`src/rtl/fp16_accum_seq.sv`:
```
// Sequencing front-end for a registered binary16 adder: feeds running sum and operand, captures
// the sum back, and presents the total with an element count. Optional: FP_ACC_NAN_STICKY_EN.
`timescale 1ns/1ps

module fp16_accum_seq #(
  parameter int unsigned ADD_LAT = 1,
  parameter int unsigned CNT_W   = 8
) (
  input  logic             CLK,
  input  logic             RESETn,
  input  logic             op_valid,
  output logic             op_ready,
  input  logic [15:0]      op_data,
  input  logic             op_last,
  output logic [15:0]      add_a,
  output logic [15:0]      add_b,
  input  logic [15:0]      add_sum,
  output logic             res_valid,
  input  logic             res_ready,
  output logic [15:0]      res_data,
  output logic [CNT_W-1:0] res_count,
  output logic             res_nan
);

  localparam int unsigned LatW = (ADD_LAT < 1) ? 1 : $clog2(ADD_LAT + 1);

  typedef enum logic [1:0] {StIdle, StWait, StDone} state_e;

  state_e            state_q, state_d;
  logic [15:0]       acc_q, acc_d;
  logic [15:0]       a_q, a_d;
  logic [15:0]       b_q, b_d;
  logic [CNT_W-1:0]  cnt_q, cnt_d;
  logic [LatW-1:0]   lat_q, lat_d;
  logic              last_q, last_d;
  logic              skip_issue;

`ifdef FP_ACC_NAN_STICKY_EN
  logic nan_q, nan_d;
  logic sum_is_nan;
  assign sum_is_nan = (&add_sum[14:10]) && (|add_sum[9:0]);
  // Once the sum is NaN further adds cannot change it, so operands are only counted.
  assign skip_issue = nan_q;
  assign res_nan    = nan_q;
`else
  assign skip_issue = 1'b0;
  assign res_nan    = 1'b0;
`endif

  always_comb begin
    state_d = state_q;
    acc_d   = acc_q;
    a_d     = a_q;
    b_d     = b_q;
    cnt_d   = cnt_q;
    lat_d   = lat_q;
    last_d  = last_q;
`ifdef FP_ACC_NAN_STICKY_EN
    nan_d   = nan_q;
`endif
    unique case (state_q)
      StIdle: begin
        if (op_valid) begin
          last_d = op_last;
          cnt_d  = (&cnt_q) ? cnt_q : cnt_q + 1'b1;
          if (skip_issue) begin
            state_d = op_last ? StDone : StIdle;
          end else begin
            a_d     = acc_q;
            b_d     = op_data;
            lat_d   = LatW'(ADD_LAT);
            state_d = StWait;
          end
        end
      end
      StWait: begin
        if (lat_q != '0) begin
          lat_d = lat_q - 1'b1;
        end else begin
          acc_d   = add_sum;
`ifdef FP_ACC_NAN_STICKY_EN
          if (sum_is_nan) nan_d = 1'b1;
`endif
          state_d = last_q ? StDone : StIdle;
        end
      end
      StDone: begin
        if (res_ready) begin
          acc_d   = 16'h0000;
          cnt_d   = '0;
`ifdef FP_ACC_NAN_STICKY_EN
          nan_d   = 1'b0;
`endif
          state_d = StIdle;
        end
      end
      default: state_d = StIdle;
    endcase
  end

  always_ff @(posedge CLK or negedge RESETn) begin
    if (!RESETn) begin
      state_q <= StIdle;
      acc_q   <= 16'h0000;
      a_q     <= 16'h0000;
      b_q     <= 16'h0000;
      cnt_q   <= '0;
      lat_q   <= '0;
      last_q  <= 1'b0;
`ifdef FP_ACC_NAN_STICKY_EN
      nan_q   <= 1'b0;
`endif
    end else begin
      state_q <= state_d;
      acc_q   <= acc_d;
      a_q     <= a_d;
      b_q     <= b_d;
      cnt_q   <= cnt_d;
      lat_q   <= lat_d;
      last_q  <= last_d;
`ifdef FP_ACC_NAN_STICKY_EN
      nan_q   <= nan_d;
`endif
    end
  end

  assign op_ready  = (state_q == StIdle);
  assign res_valid = (state_q == StDone);
  assign res_data  = acc_q;
  assign res_count = cnt_q;
  assign add_a     = a_q;
  assign add_b     = b_q;

endmodule

```
`config.mk`:
```
export PLATFORM = sky130hd
export DESIGN_NAME = fp16_accum_seq
export DESIGN_NICKNAME = d
export VERILOG_FILES = /design/src/rtl/fp16_accum_seq.sv
export SDC_FILE = /design/constraint.sdc
export NUM_CORES = 1
export LEC_CHECK = 0
export CORE_AREA = 10 10 86 88
export DETAILED_ROUTE_END_ITERATION = 7
export DIE_AREA = 0 0 96 98
export GPL_ROUTABILITY_DRIVEN = 0
export PLACE_DENSITY = 0.85
export SETUP_SLACK_MARGIN = 0.3
export SLEW_MARGIN = 20
export SYNTH_ARGS = -nofsm -noshare
export SYNTH_HDL_FRONTEND = slang
export SYNTH_SLANG_ARGS = --single-unit
```
`constraint.sdc`:
```
create_clock -name CLK -period 2.2 [get_ports CLK]
set_clock_uncertainty 0.05 [all_clocks]
set_input_delay 0.55 -clock CLK [delete_from_list [all_inputs] [get_ports CLK]]
set_output_delay 0.55 -clock CLK [all_outputs]
set_load 0.005 [all_outputs]
```
Yosys cells after proc, flatten, opt, wreduce, memory -nomap -nowiden. Index checks and enable logic that the tools add are counted.

Register bits: 60. Input bits: 37. Output and inout port bits: 59.

$add $sub $neg: 2. Equal/unequal tests: 6. Mux-type cells: 15. Reduce and logical (&&, ||, !) cells: 10.

Operator list (number): 16-bit 2-to-1 mux (2); 16-bit case mux with 2 select lines (1); 8-bit 2-to-1 mux (3); 8-bit case mux with 2 select lines (1); 8-bit by 1-bit adder with 8-bit output (second input constant) (1); 2-bit 2-to-1 mux (4); 8-bit AND reduction (1); 2-bit inequality test (second input constant) (3); 2-bit case mux with 3 select lines (1); 3-bit AND reduction (2); 2-bit nonzero test (3); 2-bit AND reduction (2); 4-bit AND reduction (1); 2-bit by 1-bit == test with 1-bit output (second input constant) (1); 2-bit == test (second input constant) (1); 2-bit zero test (1); 1-bit 2-to-1 mux (2); 2-bit by 1-bit inequality test with 1-bit output (second input constant) (1); 1-bit case mux with 2 select lines (1); 1-bit subtractor (second input constant) (1).

Logic depth before layout (Yosys ltp).
Word-level depth: 4. Mapped depth: 5.

Least setup slack after synthesis. Ideal clock, no wire load.

Kind: input -> register. Start point: input port op_valid. End point: register a_q[11], in the netlist add_a[11]. Data arrival time: 1439 ps. Data required time: 2025 ps. Setup slack: 586 ps. Cell stages on the path: 4. Path buffers: 2. Cells stage by stage: nor3b_4 -> buf_6 -> buf_4 -> mux2_2.

Cells in the longest elaborated chain, start to end: 1.

Ends and longest elaborated chain: from (decl) (RTL line 11) `input logic op_valid,`; 2-bit AND reduction (no source line); to (signal assigned) (RTL line 105) `a_q <= 16'h0000;`; to (signal assigned) (RTL line 116) `a_q <= a_d;`; to (decl) (RTL line 31) `logic [15:0] a_q, a_d;`.

Every way passes these cells. A chain may end at the register's enable or synchronous reset.

Worst setup path after layout.
Start point: register cnt_q[7], in the netlist res_count[7]. End point: output port res_count[7].

RTL lines: from (decl) (RTL line 33) `logic [CNT_W-1:0] cnt_q, cnt_d;`; from (signal assigned) (RTL line 118) `cnt_q <= cnt_d;`; to (decl) (RTL line 21) `output logic [CNT_W-1:0] res_count,`.

No word-level cell between the ends.

==> flow_summary.yaml <==
cts:
  htreeDepth: 3
  tritoncts: "built"
  cts_sinks: 60
  clk_pin_slew_ns: 0.06
  numCtsBuffers: 9
  root_buffer: "clkbuf_8"
  clockBufferDepth: 2
  clk_latency_ns: 0.32
placed_design:
  portBuffers: 94
  hpwlAfterDp_um: 4500
  placed_area_um2: 3470
floorplanning:
  die-area_um2: 9410
  initial_core_util: 0.420
  ios: 96
  die_y_um: 98
  fp.dieW_um: 96
  num_rows: 28
  core_um2: 5750
sta:
  maxSlewViolCount: 0
  finalHoldViolCount: 0
  period_share: 0.834
  tns_ns: 0
  setup_violations: 0
  rsz0062_at_grt: "no"
  fmax_mhz: 545
  finalCriticalPeriod_ns: 1.84
critical_path:
  timing.rr.start: "state_q[1]$_DFFE_PN0P_"
  cpPeakStageDelay_ns: 0.51
  critPathBufInv: 1
  reg2reg_setup_slack_ns: 0.57
  worst-path-max-fanout: 6
  cpLargestDelayFamily: "buffers and inverters"
  startpoint_type: "flip-flop"
  worst_setup_path_end_kind: "output port"
  r2r_cells: 7
  required_ns: 1.60
  arrival_ns: 1.24
  crit_chain: "clkdlybuf4s50_1"
  r2r_end: "res_count[0]$_DFFE_PN0P_"
  crit_type: "flip-flop to output port"
  cpMaxStageDelayCell: "clkdlybuf4s50_1"
grt:
  grt_overflow: 0
  use_met2: 0.215
  grt.met3_usage: 0.0674
  grt_pass1_wl_um: 9860
  busiest_layer: "met2"
  grt_pass1_vias: 1979
  grt_use_met1: 0.139
  grt_max_degree: 61
  track_usage: 0.134
  antenna_found_initial: 0
routing:
  drtPass1Iterations: 4
  drc: 0
  ant_nets: 0
  drt_iter0_drc: 91
  vias: 1857
  via_per_inst: 5.13
  post_drt_wl_per_cell_um: 17.1
  wirelength_um: 6210
final_layout:
  final_cell_area_um2: 3700
  nets: 322
  area_growth_pct: 53.4
  n_antenna_cell: 0
  drive_above_1_share: 0.220
logic_synthesis:
  netlist_area_um2: 2410
  ys_ff_latch: 60
  ys_seq_area_frac: 0.622
  async_flop_share: 1.00
  ys_types: 33
  ys.flop_type: "dfrtp_1"
  avgSynthCellArea_um2: 14.4
  synthCells: 168
  synth-edff-count: 0
  synth_nets: 206
  ys_warn_count: 0
flow_run:
  drv_cap: 0
hold_path:
  holdCritPathClass: "input pin to async pin"
pwr:
  p_per_area_nw_per_um2: 1350
  peakVddDrop_uv: 684
  p_leak_nw: 1.65
run_status:
  status: "finished clean"
[repair_timing]
| item | CTS | global route |
|---|---|---|
| hold buffers | 0 | 0 |
| pin swaps | 0 | 0 |
| resized for setup | 4 | 2 |
| setup buffers | 5 | 3 |
| endpoints found under the setup margin | 6 | 4 |
[state kept, by name (all words and copies together), names as in the netlist]
register,cells
add_a,16
add_b,16
last_q,1
lat_q,1
res_count,8
res_data,16
state_q,2
[synthesized netlist by cell type, types with 3 or more instances]
cell type   n  area share
mux2_1     11       0.051
mux2_2     22        0.10
nand3_1    11       0.023
and3_1      3      0.0078
dfrtp_1    60        0.62
a22o_1     16       0.058
a21oi_1     3      0.0062
nand2_1     4      0.0062
buf_6       3       0.014
o21ai_0     3      0.0062
[worst max-delay path by stage]
stage | start | endpoint | slack (ns) | depth (start not counted)
detailed placement | op_valid | add_a[8]$_DFFE_PN0P_ | 0.05 | 4
finish | res_count[7]$_DFFE_PN0P_ | res_count[7] | 0.36 | 1
global route | op_valid | res_count[5]$_DFFE_PN0P_ | 0.30 | 6
floorplan | op_valid | add_a[11]$_DFFE_PN0P_ | 0.59 | 4
CTS | state_q[1]$_DFFE_PN0P_ | res_valid | 0.14 | 4
global placement | op_valid | res_count[7]$_DFFE_PN0P_ | 0.09 | 6
[metal layers]
metal / vias up / wire length [µm]
met2: 90 / 3110
li1: 853 / -
met1: 902 / 2250
met5: - / 0
met3: 12 / 719
met4: 0 / 119
[cell type report]
type / instances / area (µm²)
fillers: 438 / 2040
flip-flops and latches: 60 / 1510
inverters: 2 / 7.51
well taps: 75 / 93.8
multi-input cells: 98 / 848
clock inverters: 3 / 15.0
repair buffers: 113 / 1090
clock buffers: 11 / 141
[report_power, final]
part	total [mW]	internal [mW]	switching, mW
clock network	0.800	0.421	0.380
registers	1.90	1.61	0.293
logic	2.29	1.47	0.827
total	4.99	3.50	1.50
[metrics by stage]
step	hold slack (ns)	power (mW)	setup WS (ns)	util	instances
finish	0.173	4.99	0.365	0.645	362
detailed placement	0.422	4.19	0.0502	0.605	340
CTS	0.185	5.08	0.136	0.640	359
global placement	0.417	4.10	0.0865	0.605	340
floorplan	0.204	2.84	0.586	-	168
global route	0.189	5.34	0.302	0.645	362
[kinds of logic after synthesis]
logic type,Yosys count,synth area share
other,1,0.00155
DFF,60,0.622
muxes,34,0.158
and+or+nand+nor,29,0.0746
buffers and inverters,10,0.0295
adders and majority gates,1,0.00518
AOI/OAI and AO/OA,32,0.105
xor gates and xnor gates,1,0.00363
[cells in the final DEF (no fill, tap or decap), types with 3 or more instances in the layout]
master,instances
a21oi_1,3
nand2_1,4
clkinv_2,3
clkdlybuf4s50_1,91
mux2_1,11
buf_4,18
nand3_1,11
dfrtp_2,3
and3_1,3
dfrtp_1,57
clkbuf_8,10
a22o_1,16
mux2_2,22
o21ai_0,3
Power figures use the tool's default switching activity.
